<file path="src/rtl/bubsys_rom_loader_if.sv">
// bubsys_rom_loader_if: hps_io ioctl byte stream plus the SDRAM word write port of the ROM loader
interface bubsys_rom_loader_if;
    logic [15:0] ioctl_index;
    logic        ioctl_download;
    logic [26:0] ioctl_addr;
    logic [7:0]  ioctl_data;
    logic        ioctl_wr;
    logic        ioctl_wait;
    logic        o_SDRAM_WR_REQ;
    logic [21:0] o_SDRAM_WR_ADDR;
    logic [15:0] o_SDRAM_WR_DATA;
    logic [1:0]  o_SDRAM_WR_BE;
    logic        i_SDRAM_WR_ACK;
    modport master (
        output ioctl_index, ioctl_download, ioctl_addr, ioctl_data, ioctl_wr, i_SDRAM_WR_ACK,
        input  ioctl_wait, o_SDRAM_WR_REQ, o_SDRAM_WR_ADDR, o_SDRAM_WR_DATA, o_SDRAM_WR_BE
    );
    modport slave (
        input  ioctl_index, ioctl_download, ioctl_addr, ioctl_data, ioctl_wr, i_SDRAM_WR_ACK,
        output ioctl_wait, o_SDRAM_WR_REQ, o_SDRAM_WR_ADDR, o_SDRAM_WR_DATA, o_SDRAM_WR_BE
    );
endinterface

</file>
<file path="src/rtl/bubsys_rom_loader.sv">
// bubsys_rom_loader: packs ioctl bytes into big-endian SDRAM words; BUBSYS_LOADER_CHECKSUM_EN adds o_CHECKSUM
module bubsys_rom_loader #(
    parameter logic [15:0] ROM_INDEX = 16'd0,
    parameter logic [22:0] ROM_WORDS = 23'h100000
) (
    input  logic               i_EMU_MCLK,
    input  logic               i_EMU_SOFTRST,
    bubsys_rom_loader_if.slave bus,
    output logic               o_LOADING,
    output logic               o_LOAD_DONE,
    output logic               o_SEQ_ERR,
    output logic               o_OVF
`ifdef BUBSYS_LOADER_CHECKSUM_EN
    ,
    output logic [15:0]        o_CHECKSUM
`endif
);
    typedef enum logic [2:0] {IDLE, EVEN, ODD, WRITE, FLUSH, DONE} state_t;
    state_t state, state_n;
    logic active, active_q, start, stop, hit, over;
    logic [22:0] wa, wa_n;
    logic [15:0] data, data_n;
    logic [1:0] be, be_n;
    logic seq_n, ovf_n;
    assign active = bus.ioctl_download & (bus.ioctl_index == ROM_INDEX);
    assign start = active & ~active_q;
    assign stop = ~active & active_q;
    assign hit = bus.ioctl_wr & active;
    assign over = bus.ioctl_addr >= {3'b000, ROM_WORDS, 1'b0};
    assign bus.o_SDRAM_WR_ADDR = wa[21:0];
    assign bus.o_SDRAM_WR_DATA = data;
    assign bus.o_SDRAM_WR_BE = be;
    always_comb begin
        state_n = state;
        wa_n = wa;
        data_n = data;
        be_n = be;
        seq_n = o_SEQ_ERR;
        ovf_n = o_OVF;
        case (state)
            IDLE: if (start) begin
                state_n = EVEN;
                seq_n = 1'b0;
                ovf_n = 1'b0;
            end
            EVEN: if (stop) state_n = DONE;
                else if (hit & over) ovf_n = 1'b1;
                else if (hit & bus.ioctl_addr[0]) seq_n = 1'b1;
                else if (hit) begin
                    wa_n = bus.ioctl_addr[23:1];
                    data_n[15:8] = bus.ioctl_data;
                    state_n = ODD;
                end
            // download ended mid-word: flush the lone high byte with the low lane masked
            ODD: if (stop) begin
                    data_n[7:0] = 8'h00;
                    be_n = 2'b10;
                    state_n = FLUSH;
                end
                else if (hit & over) ovf_n = 1'b1;
                else if (hit & bus.ioctl_addr[0] & (bus.ioctl_addr[23:1] == wa)) begin
                    data_n[7:0] = bus.ioctl_data;
                    be_n = 2'b11;
                    state_n = WRITE;
                end
                else if (hit) seq_n = 1'b1;
            WRITE: if (bus.i_SDRAM_WR_ACK) state_n = active ? EVEN : DONE;
            FLUSH: if (bus.i_SDRAM_WR_ACK) state_n = DONE;
            DONE: state_n = IDLE;
            default: state_n = IDLE;
        endcase
    end
    always_ff @(posedge i_EMU_MCLK) begin
        if (i_EMU_SOFTRST) begin
            state <= IDLE;
            active_q <= 1'b0;
            wa <= '0;
            data <= '0;
            be <= 2'b00;
            o_SEQ_ERR <= 1'b0;
            o_OVF <= 1'b0;
            bus.o_SDRAM_WR_REQ <= 1'b0;
            bus.ioctl_wait <= 1'b0;
            o_LOADING <= 1'b0;
            o_LOAD_DONE <= 1'b0;
        end else begin
            state <= state_n;
            // forgetting the level in DONE lets a download that rose during DONE start from IDLE
            active_q <= (state == DONE) ? 1'b0 : active;
            wa <= wa_n;
            data <= data_n;
            be <= be_n;
            o_SEQ_ERR <= seq_n;
            o_OVF <= ovf_n;
            bus.o_SDRAM_WR_REQ <= (state_n == WRITE) | (state_n == FLUSH);
            bus.ioctl_wait <= (state_n == WRITE) | (state_n == FLUSH);
            o_LOADING <= state_n != IDLE;
            o_LOAD_DONE <= state == DONE;
        end
    end
`ifdef BUBSYS_LOADER_CHECKSUM_EN
    always_ff @(posedge i_EMU_MCLK) begin
        if (i_EMU_SOFTRST) o_CHECKSUM <= '0;
        else if (state == IDLE && start) o_CHECKSUM <= '0;
        else if ((state == EVEN && state_n == ODD) || (state == ODD && state_n == WRITE))
            o_CHECKSUM <= o_CHECKSUM + {8'h00, bus.ioctl_data};
    end
`endif
endmodule

</file>
<file path="src/flat_wrapper.sv">
// flat-port wrapper written by rule: the top's interface ports become plain ports
module bubsys_rom_loader_flat 
#(
    parameter logic [15:0] ROM_INDEX = 16'd0,
    parameter logic [22:0] ROM_WORDS = 23'h100000
)
  (i_EMU_MCLK, i_EMU_SOFTRST, o_LOADING, o_LOAD_DONE, o_SEQ_ERR, o_OVF, bus_ioctl_index, bus_ioctl_download, bus_ioctl_addr, bus_ioctl_data, bus_ioctl_wr, bus_i_SDRAM_WR_ACK, bus_ioctl_wait, bus_o_SDRAM_WR_REQ, bus_o_SDRAM_WR_ADDR, bus_o_SDRAM_WR_DATA, bus_o_SDRAM_WR_BE);
  bubsys_rom_loader_if bus_i ();
  input  logic i_EMU_MCLK;
  input  logic i_EMU_SOFTRST;
  output logic o_LOADING;
  output logic o_LOAD_DONE;
  output logic o_SEQ_ERR;
  output logic o_OVF;
  input wire logic [$bits(bus_i.ioctl_index)-1:0] bus_ioctl_index;
  input wire logic [$bits(bus_i.ioctl_download)-1:0] bus_ioctl_download;
  input wire logic [$bits(bus_i.ioctl_addr)-1:0] bus_ioctl_addr;
  input wire logic [$bits(bus_i.ioctl_data)-1:0] bus_ioctl_data;
  input wire logic [$bits(bus_i.ioctl_wr)-1:0] bus_ioctl_wr;
  input wire logic [$bits(bus_i.i_SDRAM_WR_ACK)-1:0] bus_i_SDRAM_WR_ACK;
  output wire logic [$bits(bus_i.ioctl_wait)-1:0] bus_ioctl_wait;
  output wire logic [$bits(bus_i.o_SDRAM_WR_REQ)-1:0] bus_o_SDRAM_WR_REQ;
  output wire logic [$bits(bus_i.o_SDRAM_WR_ADDR)-1:0] bus_o_SDRAM_WR_ADDR;
  output wire logic [$bits(bus_i.o_SDRAM_WR_DATA)-1:0] bus_o_SDRAM_WR_DATA;
  output wire logic [$bits(bus_i.o_SDRAM_WR_BE)-1:0] bus_o_SDRAM_WR_BE;
  assign bus_i.ioctl_index = bus_ioctl_index;
  assign bus_i.ioctl_download = bus_ioctl_download;
  assign bus_i.ioctl_addr = bus_ioctl_addr;
  assign bus_i.ioctl_data = bus_ioctl_data;
  assign bus_i.ioctl_wr = bus_ioctl_wr;
  assign bus_i.i_SDRAM_WR_ACK = bus_i_SDRAM_WR_ACK;
  assign bus_ioctl_wait = bus_i.ioctl_wait;
  assign bus_o_SDRAM_WR_REQ = bus_i.o_SDRAM_WR_REQ;
  assign bus_o_SDRAM_WR_ADDR = bus_i.o_SDRAM_WR_ADDR;
  assign bus_o_SDRAM_WR_DATA = bus_i.o_SDRAM_WR_DATA;
  assign bus_o_SDRAM_WR_BE = bus_i.o_SDRAM_WR_BE;
  bubsys_rom_loader #(.ROM_INDEX(ROM_INDEX), .ROM_WORDS(ROM_WORDS)) u_core (.i_EMU_MCLK(i_EMU_MCLK), .i_EMU_SOFTRST(i_EMU_SOFTRST), .bus(bus_i), .o_LOADING(o_LOADING), .o_LOAD_DONE(o_LOAD_DONE), .o_SEQ_ERR(o_SEQ_ERR), .o_OVF(o_OVF));
endmodule
</file>
<file path="config.mk">
export PLATFORM = sky130hd
export DESIGN_NAME = bubsys_rom_loader_flat
export DESIGN_NICKNAME = d
export VERILOG_FILES = /design/src/rtl/bubsys_rom_loader_if.sv /design/src/rtl/bubsys_rom_loader.sv /design/src/flat_wrapper.sv
export SDC_FILE = /design/constraint.sdc
export NUM_CORES = 1
export LEC_CHECK = 0
export CAP_MARGIN = 20
export CORE_ASPECT_RATIO = 1.5
export CORE_MARGIN = 10
export CORE_UTILIZATION = 45
export DETAILED_ROUTE_END_ITERATION = 10
export HOLD_SLACK_MARGIN = 0.05
export PLACE_DENSITY = 0.82
export SKIP_CTS_REPAIR_TIMING = 1
export SLEW_MARGIN = 20
export SYNTH_ARGS = -nofsm -noshare
export SYNTH_HDL_FRONTEND = slang
export SYNTH_SLANG_ARGS = --single-unit
</file>
<file path="constraint.sdc">
create_clock -name i_EMU_MCLK -period 4.66 [get_ports i_EMU_MCLK]
set_input_delay 0.932 -clock i_EMU_MCLK [delete_from_list [all_inputs] [get_ports i_EMU_MCLK]]
set_output_delay 0.932 -clock i_EMU_MCLK [all_outputs]
set_load 0.05 [all_outputs]
</file>
# Word level (Yosys, flattened, before mapping)
# Index checks and enable logic that the tools add are counted.
# W data, S select, Z words.
[classes]
n_addsub = 0
multipliers = 0
div_mod_pow = 0
magnitude_cmp = 1
n_eq_ne = 19
shifts = 0
n_mux = 30
n_bitwise = 13
reduce_logical = 12
[ops]
columns = ["op", "n"]
rows = [
  ["$mux W3", 11],
  ["$ge A27 B22 Y1 const B", 1],
  ["$mux W8", 3],
  ["$eq A23 B23 Y1", 1],
  ["$logic_not A16 Y1", 1],
  ["$pmux W3 S5", 1],
  ["$ne A2 B2 Y1 const B", 6],
  ["$mux W1", 10],
  ["$ne A2 B1 Y1 const B", 5],
  ["$eq A3 B2 Y1 const B", 3],
  ["$eq A3 B3 Y1 const B", 3],
  ["$reduce_and A9 Y1", 1],
  ["$and A1 B1 Y1", 7],
  ["$mux W2", 3],
  ["$reduce_bool A3 Y1", 2],
  ["$not A1 Y1", 5],
  ["$reduce_and A5 Y1", 1],
  ["$reduce_and A4 Y1", 1],
  ["$reduce_bool A2 Y1", 2],
  ["$reduce_or A2 Y1", 2],
  ["$eq A3 B1 Y1 const B", 1],
  ["$logic_not A3 Y1", 1],
  ["$pmux W1 S3", 1],
  ["$reduce_and A3 Y1", 1],
  ["2 further kinds", 2],
]
[word_totals]
reg_bits = 50
latchBits = 0
ram_bits = 0
rom_bits = 0
in_bits = 56
out_inout_bits = 46
n_memories = 0

# Depth between registers and ports, before layout
# Gate-level depths: netlist of run 1.
[depth]
word_depth = 11
mapped_depth = 8

# Least setup slack after synthesis of run 1
# Ideal clock, no wire load.
[synth_timing]
kind = "input to register"
from = "in bus_ioctl_index[8]"
to = "reg u_core.bus.ioctl_wait"
arrival_time_ps = 2714
required_ps = 4537
setup_slack_ps = 1822
path_stages = 6
path_buffers = 0
cell_sequence = "or4_4 -> nand2b_4 -> or4_1 -> nand2_1 -> and4_4 -> mux2_1"
[synth_via]
elab_chain_cells = 11
word_cells_on_any_way = 23
classes_between = "eq/ne: 2; mux: 11; bitwise: 9; reduce/logical: 1"
[synth_lines]
columns = ["item", "line_no", "rtl"]
rows = [
  ["from (decl)", "flat_wrapper.sv:15", "input wire logic [$bits(bus_i.ioctl_index)-1:0] bus_ioctl_index;"],
  ["$logic_not A16 Y1 (*)", "bubsys_rom_loader.sv:25", "assign active = bus.ioctl_download & (bus.ioctl_index == ROM_INDEX);"],
  ["$and A1 B1 Y1 (*)", "bubsys_rom_loader.sv:25", ""],
  ["$and A1 B1 Y1", "bubsys_rom_loader.sv:28", "assign hit = bus.ioctl_wr & active;"],
  ["$and A1 B1 Y1", "bubsys_rom_loader.sv:48, bubsys_rom_loader.sv:61", ""],
  ["$and A1 B1 Y1", "bubsys_rom_loader.sv:61", "else if (hit & bus.ioctl_addr[0] & (bus.ioctl_addr[23:1] == wa)) begin"],
  ["$mux W3", "bubsys_rom_loader.sv:61", ""],
  ["$mux W3", "bubsys_rom_loader.sv:60", "else if (hit & over) ovf_n = 1'b1;"],
  ["$mux W3", "bubsys_rom_loader.sv:55", "ODD: if (stop) begin"],
  ["$pmux W3 S5 (*)", "bubsys_rom_loader.sv:40", "case (state)"],
  ["$eq A3 B2 Y1 or $eq A3 B3 Y1 (tied branches)", "bubsys_rom_loader.sv:96", "bus.ioctl_wait <= (state_n == WRITE) | (state_n == FLUSH);"],
  ["$or A1 B1 Y1 (*)", "bubsys_rom_loader.sv:96", ""],
  ["to (signal assigned)", "bubsys_rom_loader.sv:96", ""],
  ["to (decl)", "bubsys_rom_loader_if.sv:20", "output ioctl_wait, o_SDRAM_WR_REQ, o_SDRAM_WR_ADDR, o_SDRAM_WR_DATA, o_SDRAM_WR_BE"],
]
# Every way passes the cells marked *; elsewhere a longest branch is shown, timed or not.
# A chain may end at the register's enable or synchronous reset.

# Worst setup path in the final report of run 1
[layout_timing]
from = "in bus_ioctl_addr[22]"
to = "reg u_core.data[15] (netlist: u_core.bus.o_SDRAM_WR_DATA[15])"
[layout_via]
elab_chain_cells = 4
[layout_lines]
columns = ["item", "line_no", "rtl"]
rows = [
  ["from (decl)", "flat_wrapper.sv:17", "input wire logic [$bits(bus_i.ioctl_addr)-1:0] bus_ioctl_addr;"],
  ["$ge A27 B22 Y1", "bubsys_rom_loader.sv:29", "assign over = bus.ioctl_addr >= {3'b000, ROM_WORDS, 1'b0};"],
  ["$and A1 B1 Y1", "bubsys_rom_loader.sv:47", "else if (hit & over) ovf_n = 1'b1;"],
  ["$not A1 Y1 (no source line)", "-", ""],
  ["$reduce_and A5 Y1 (no source line)", "-", ""],
  ["to (signal assigned)", "bubsys_rom_loader.sv:91", "data <= data_n;"],
  ["to (decl)", "bubsys_rom_loader.sv:22", "logic [15:0] data, data_n;"],
]
# Every way passes these cells.

==> metrics.txt, run 1 <==
area occupied by multi-input gates=about 0.0012 mm^2; R2R cell count=5; critical-path cell list=clkdlybuf4s50_1, nor4_1, nand4_1, or4_1, nand2_1, a21oi_1; IO buf count=101; DR iter-0 viols=124; HP Class=reg2reg; Worst R2R Setup Slack=2.39 ns; vias in the first global route=2300; share of cells above drive strength 1=0.0497; htree depth=2; CTS Root Cell=clkbuf_8; nets=437; CTS tree=done; gr ovfl total=0; initial core utilization=0.468; Hold Path Depth=2; GP Congestion=approximately 0.93; DR DRC count=0; commonest non-fill, non-tap cell in the layout=clkdlybuf4s50_1; LEAKAGE=between 0.001 and 0.0015 uW; first-pass GRT wire length=between 10000 and 15000 um; num ports=102; CP Data Required Time=4.83 ns; mapped cell area=approximately 0.0024 mm^2; Hold Startpoint=u_core.bus.o_SDRAM_WR_DATA[12]; setup violators final=0; final hold vios=0; Ys Warns=0; period utilization=0.675; Setup crit start kind=primary input; synth unique cells=39; DP Wirelength=5460 um; crit end category=flip-flop; slowest library cell on the worst path=or4_1; die area=roughly 0.0088 mm^2; Die Ht=110 um; syn nets=roughly 360; critical path class=in2reg; Gate Count Post-Synth=308; total of max-cap violations=0; status=finished clean; Avg WL per Cell=15.5 um; vias post-DR=around 2300; worst slew pin tran=between 0.9 and 1 ns; sequential-to-total area share from yosys stat=0.411; Post-Route WL=around 7000 um; Synth Register Bits=50; hold-critical path endpoint=u_core.bus.o_SDRAM_WR_DATA[12]; CTS Buf Count=5; worst rel slew slack=0.375; GRT Util Overall=0.157; most frequent cells in the layout=clkdlybuf4s50_1 (100), nand2_1 (62), dfxtp_1 (50); Max Slew Vio Count=0; Final Worst Setup Slack=1.52 ns; reg2reg end=u_core.bus.o_SDRAM_WR_DATA[15]; peak supply drop=216 uV; min Tclk post-route=3.14 ns; crit-path max cell delay=slightly below 0.9 ns; number of buffers and inverters on the critical path=1; post-layout util=0.656; TNS Setup=0 ns; Bufs on Longest Clock Path=2; Crit path max-delay family=simple AND/OR/NAND/NOR gates; RSZ-0062 raised after global routing=false; Post-synth EDFFs=0; PwrDens=approximately 220 mW/mm^2; post-route ant nets=0; CP Max Fanout=28; DR vias/cell=5.09; Clock Sinks=50; f_max=318 MHz; WP depth=6; area delta synth->final=40.3%; Primary FF master, synth=dfxtp_1; reg2reg start=u_core.state[0]; antenna violations before repair=0; dpl ws=1.25 ns; Core ar.=0.00520 mm^2; fill count=445; clock latency on the worst-skew pair=0.31 ns; Worst Path Arrival=between 3 and 4 ns; Mean Syn Cell Area=7.91 um^2; ys async rst share=0; largest net degree at the start of global routing=47; Clock Skew=0.00849 ns; clk slew on worst S/H paths=around 0.10 ns; die width=80.1 um; Reg area=between 0.001 and 0.0015 mm^2; Antenna diodes=0; First-pass DRT Iterations=5; Core Rows=32
registers in the layout, indices dropped and copies added, names as in the netlist:
| name | cells |
|---|---|
| u_core.o_SEQ_ERR | 1 |
| u_core.bus.o_SDRAM_WR_DATA | 16 |
| u_core.o_LOADING | 1 |
| u_core.o_LOAD_DONE | 1 |
| u_core.bus.ioctl_wait | 1 |
| u_core.wa | 23 |
| u_core.bus.o_SDRAM_WR_BE | 2 |
| u_core.active_q | 1 |
| u_core.state | 3 |
| u_core.o_OVF | 1 |
synth_stat cells (all sizes together) (2+ instances only):
master / n / area (um^2)
a21oi: 40 / 200
or2: 8 / 50.1
and4: 2 / 20.0
nand2: 62 / 233
nor2b: 4 / 25.0
xor2: 10 / 87.6
or4: 3 / 26.3
nor4b: 3 / 32.5
nor3: 4 / 25.0
nor2: 17 / 63.8
nand2b: 3 / 26.3
o211ai: 2 / 15.0
mux2: 2 / 22.5
and2: 3 / 18.8
inv: 9 / 33.8
xnor2: 13 / 114
nor4: 5 / 31.3
clkbuf: 13 / 48.8
nand4: 4 / 25.0
nand3: 14 / 70.1
a31oi: 3 / 18.8
buf: 25 / 183
dfxtp: 50 / 1000
cells by family after synthesis:
family / after synthesis / share of synthesized area
multiplexers: 2 / 0.00924
buffers and inverters: 47 / 0.109
AO/OA/AOI/OAI: 50 / 0.111
XOR/XNOR: 23 / 0.0827
AND/OR/NAND/NOR: 136 / 0.277
flip-flops: 50 / 0.411
worst max-delay path by stage:
stage | start | endpoint | slack (ns)
after detailed placement | bus_ioctl_index[0] | u_core.bus.o_SDRAM_WR_DATA[15] | 1.25
after global placement | bus_ioctl_addr[22] | u_core.bus.o_SDRAM_WR_DATA[13] | 1.25
final | bus_ioctl_addr[22] | u_core.bus.o_SDRAM_WR_DATA[15] | 1.52
after global routing | bus_ioctl_index[0] | u_core.wa[5] | 1.27
after CTS | bus_ioctl_addr[22] | u_core.bus.o_SDRAM_WR_DATA[8] | 1.53
after floorplan | bus_ioctl_index[8] | u_core.bus.ioctl_wait | 1.82
where the power goes:
part           internal [uW]  switching (uW)
logic                   49.4            27.7
clock network            108             154
registers                427        0.000384
total                    584             182
routing by layer:
layer	vias to the layer above	track usage	wire length, um
met5	-	0	0
li1	1151	-	-
met1	1057	0.164	2570
met2	77	0.281	3680
met4	0	0.0417	53
met3	7	0.0656	676
cell type report:
class	instances	share of cell area
Clock buffer	5	0.0201
Clock inverter	3	0.00696
Inverter	9	0.00989
Multi-Input combinational cell	211	0.344
Sequential cell	50	0.293
Tap cell	68	0.0249
Timing Repair Buffer	104	0.301
worst register-to-register path: stages, from the launching register on:
cell     delay, ns
dfxtp_1       0.48
nor3b_1       0.28
nand4_1       0.19
or4_1         0.89
nand2_1       0.22
a21oi_1       0.09
through the flow:
stage / cell area (um^2) / hold WS [ns] / total power [uW] / std cells
after floorplan: 2440 / 0.450 / 457 / 308
after global placement: 3320 / 0.437 / 513 / 442
after detailed placement: 3320 / 0.450 / 514 / 442
after CTS: 3420 / 0.464 / 773 / 450
after global routing: 3420 / 0.487 / 794 / 450
final: 3420 / 0.459 / 766 / 450
(Power assumes the default switching activity.)
==> run 2: changes to the inputs <==
--- a/config.mk
+++ b/config.mk
@@ -8,10 +8,10 @@
 export CAP_MARGIN = 20
 export CORE_ASPECT_RATIO = 1.5
 export CORE_MARGIN = 10
-export CORE_UTILIZATION = 45
+export CORE_UTILIZATION = 43
 export DETAILED_ROUTE_END_ITERATION = 10
 export HOLD_SLACK_MARGIN = 0.05
-export PLACE_DENSITY = 0.82
+export PLACE_DENSITY = 0.79
 export SKIP_CTS_REPAIR_TIMING = 1
 export SLEW_MARGIN = 20
 export SYNTH_ARGS = -nofsm -noshare
==> constraint.sdc (replaced) <==
create_clock -name i_EMU_MCLK -period 3.3 [get_ports i_EMU_MCLK]
set_input_delay 0.66 -clock i_EMU_MCLK [delete_from_list [all_inputs] [get_ports i_EMU_MCLK]]
set_output_delay 0.66 -clock i_EMU_MCLK [all_outputs]
set_load 0.05 [all_outputs]
==> metrics.txt, run 2 (synthesis gave the netlist of run 1 again) <==
status=finished clean; Bufs on Longest Clock Path=2 (unchanged); post-route ant nets=0 (unchanged); critical path class=in2reg; GP Congestion=0.876 (-5.5%); TNS Setup=0 ns (unchanged); First-pass DRT Iterations=4 (-1); antenna violations before repair=0 (unchanged); num ports=102 (unchanged); peak supply drop=334 uV (+55%); DR iter-0 viols=82 (-34%); most frequent cells in the layout=clkdlybuf4s50_1 (101), nand2_1 (62), dfxtp_1 (50); CTS Root Cell=clkbuf_8; slowest library cell on the worst path=or4_4; DP Wirelength=5460 um (-0.11%); largest register by flop count=u_core.wa; largest net degree at the start of global routing=29 (-38%); Hold Path Depth=2 (unchanged); commonest non-fill, non-tap cell in the layout=clkdlybuf4s50_1; worst slew pin tran=0.694 ns (-0.243 ns); clock latency on the worst-skew pair=0.30 ns (about the same); initial core utilization=0.444 (-0.0244); CTS tree=done; htree depth=2 (unchanged); final hold vios=0 (unchanged); period utilization=0.828; first-pass GRT wire length=11000 um (-0.93%); max reg flops=23 (unchanged); Core Rows=33 (+3.1%); crit end category=flip-flop; PwrDens=315 mW/mm^2 (+40%); Final Worst Setup Slack=0.568 ns (-0.948 ns); min Tclk post-route=2.73 ns; IO buf count=101 (unchanged); die area=0.00914 mm^2 (+3.6%); LEAKAGE=0.00119 uW (+2.1%); total of max-cap violations=0 (unchanged); area delta synth->final=41.9%; R2R cell count=6 (+1); critical-path cell list=clkdlybuf4s50_1, or4_4, nand2b_4, or4_1, nand2_1, and4_4, mux2_1; RSZ-0062 raised after global routing=false; CP Data Required Time=3.50 ns (-1.33 ns); Worst Path Arrival=2.93 ns (-0.38 ns); Die Ht=112 um (+1.9%); vias in the first global route=2331 (+1.3%); CTS Buf Count=5 (unchanged); Clock Skew=0.00584 ns (-0.00265 ns); f_max=366 MHz; Core ar.=0.00549 mm^2 (+5.5%); setup violators final=0 (unchanged); nets=441 (+0.92%); crit-path max cell delay=0.57 ns (-0.32 ns); Antenna diodes=0 (unchanged); CP Max Fanout=5 (-82%); worst rel slew slack=0.536 (+0.160); Clock Sinks=50 (unchanged); DR DRC count=0 (unchanged); Max Slew Vio Count=0 (unchanged); fill count=503 (+13%); DR vias/cell=5.01 (-1.6%); Avg WL per Cell=15.0 um (-3.0%); vias post-DR=2286 (-0.26%); HP Class=reg2reg; gr ovfl total=0 (unchanged); share of cells above drive strength 1=0.0570 (+0.00726); GRT Util Overall=0.149 (-0.00743); dpl ws=0.250 ns (-0.995 ns); Post-Route WL=6860 um (-1.7%); clk slew on worst S/H paths=0.09 ns (about the same); die width=81.5 um (+1.7%); Setup crit start kind=primary input
## run 2: changes by cell type in the layout (fill, tap and decap cells not counted), sizes merged
cell / delta
buf: +3
clkbuf: +1
clkdlybuf4s50: +1
clkinv: +1
clkinvlp: -1
inv: -1
## run 2: metal layers
layer / GRT usage / vias up / wire (um)
li1: - / 1157 / -
met1: 0.159 / 1046 / 2610
met2: 0.262 / 76 / 3520
met3: 0.0559 / 7 / 654
met4: 0.0463 / 0 / 75
met5: 0 / - / 0
## run 2: final timing paths
path | startpoint | endpoint | slack, ns
setup / recovery | bus_ioctl_index[8] | u_core.bus.ioctl_wait | 0.57
hold / removal | u_core.bus.o_SDRAM_WR_DATA[12] | u_core.bus.o_SDRAM_WR_DATA[12] | 0.45
setup reg to reg | u_core.state[0] | u_core.wa[14] | 1.26
hold reg to reg | u_core.bus.o_SDRAM_WR_DATA[12] | u_core.bus.o_SDRAM_WR_DATA[12] | 0.45
## run 2: power breakdown
part / internal, uW / switching, uW / total, uW
Sequential: 603 / 0.000597 / 603
Combinational: 71.4 / 38.8 / 110
Clock: 169 / 206 / 375
## run 2: stage by stage
step	power (uW)	util	hold WS [ns]	instances	cell area (um^2)
after floorplan	645	-	0.450	308	2440
after global placement	726	0.612	0.439	448	3360
after detailed placement	728	0.612	0.444	448	3360
after CTS	1100	0.630	0.457	456	3460
after global routing	1130	0.630	0.484	456	3460
final	1090	0.630	0.453	456	3460
## run 2: final cells by class
cell class / count / area (um^2) / area share
Clock inverter: 2 / 12.5 / 0.00362
Sequential cell: 50 / 1000 / 0.290
Tap cell: 70 / 87.6 / 0.0253
Multi-Input combinational cell: 211 / 1180 / 0.340
Timing Repair Buffer: 108 / 1060 / 0.308
Inverter: 9 / 33.8 / 0.00977
Clock buffer: 6 / 82.6 / 0.0239
## run 2: worst max-delay path: cells and delay by family
family                 cells  cell delay [ns]
buffers and inverters      1             0.39
AND/OR/NAND/NOR            5             1.57
multiplexers               1             0.31
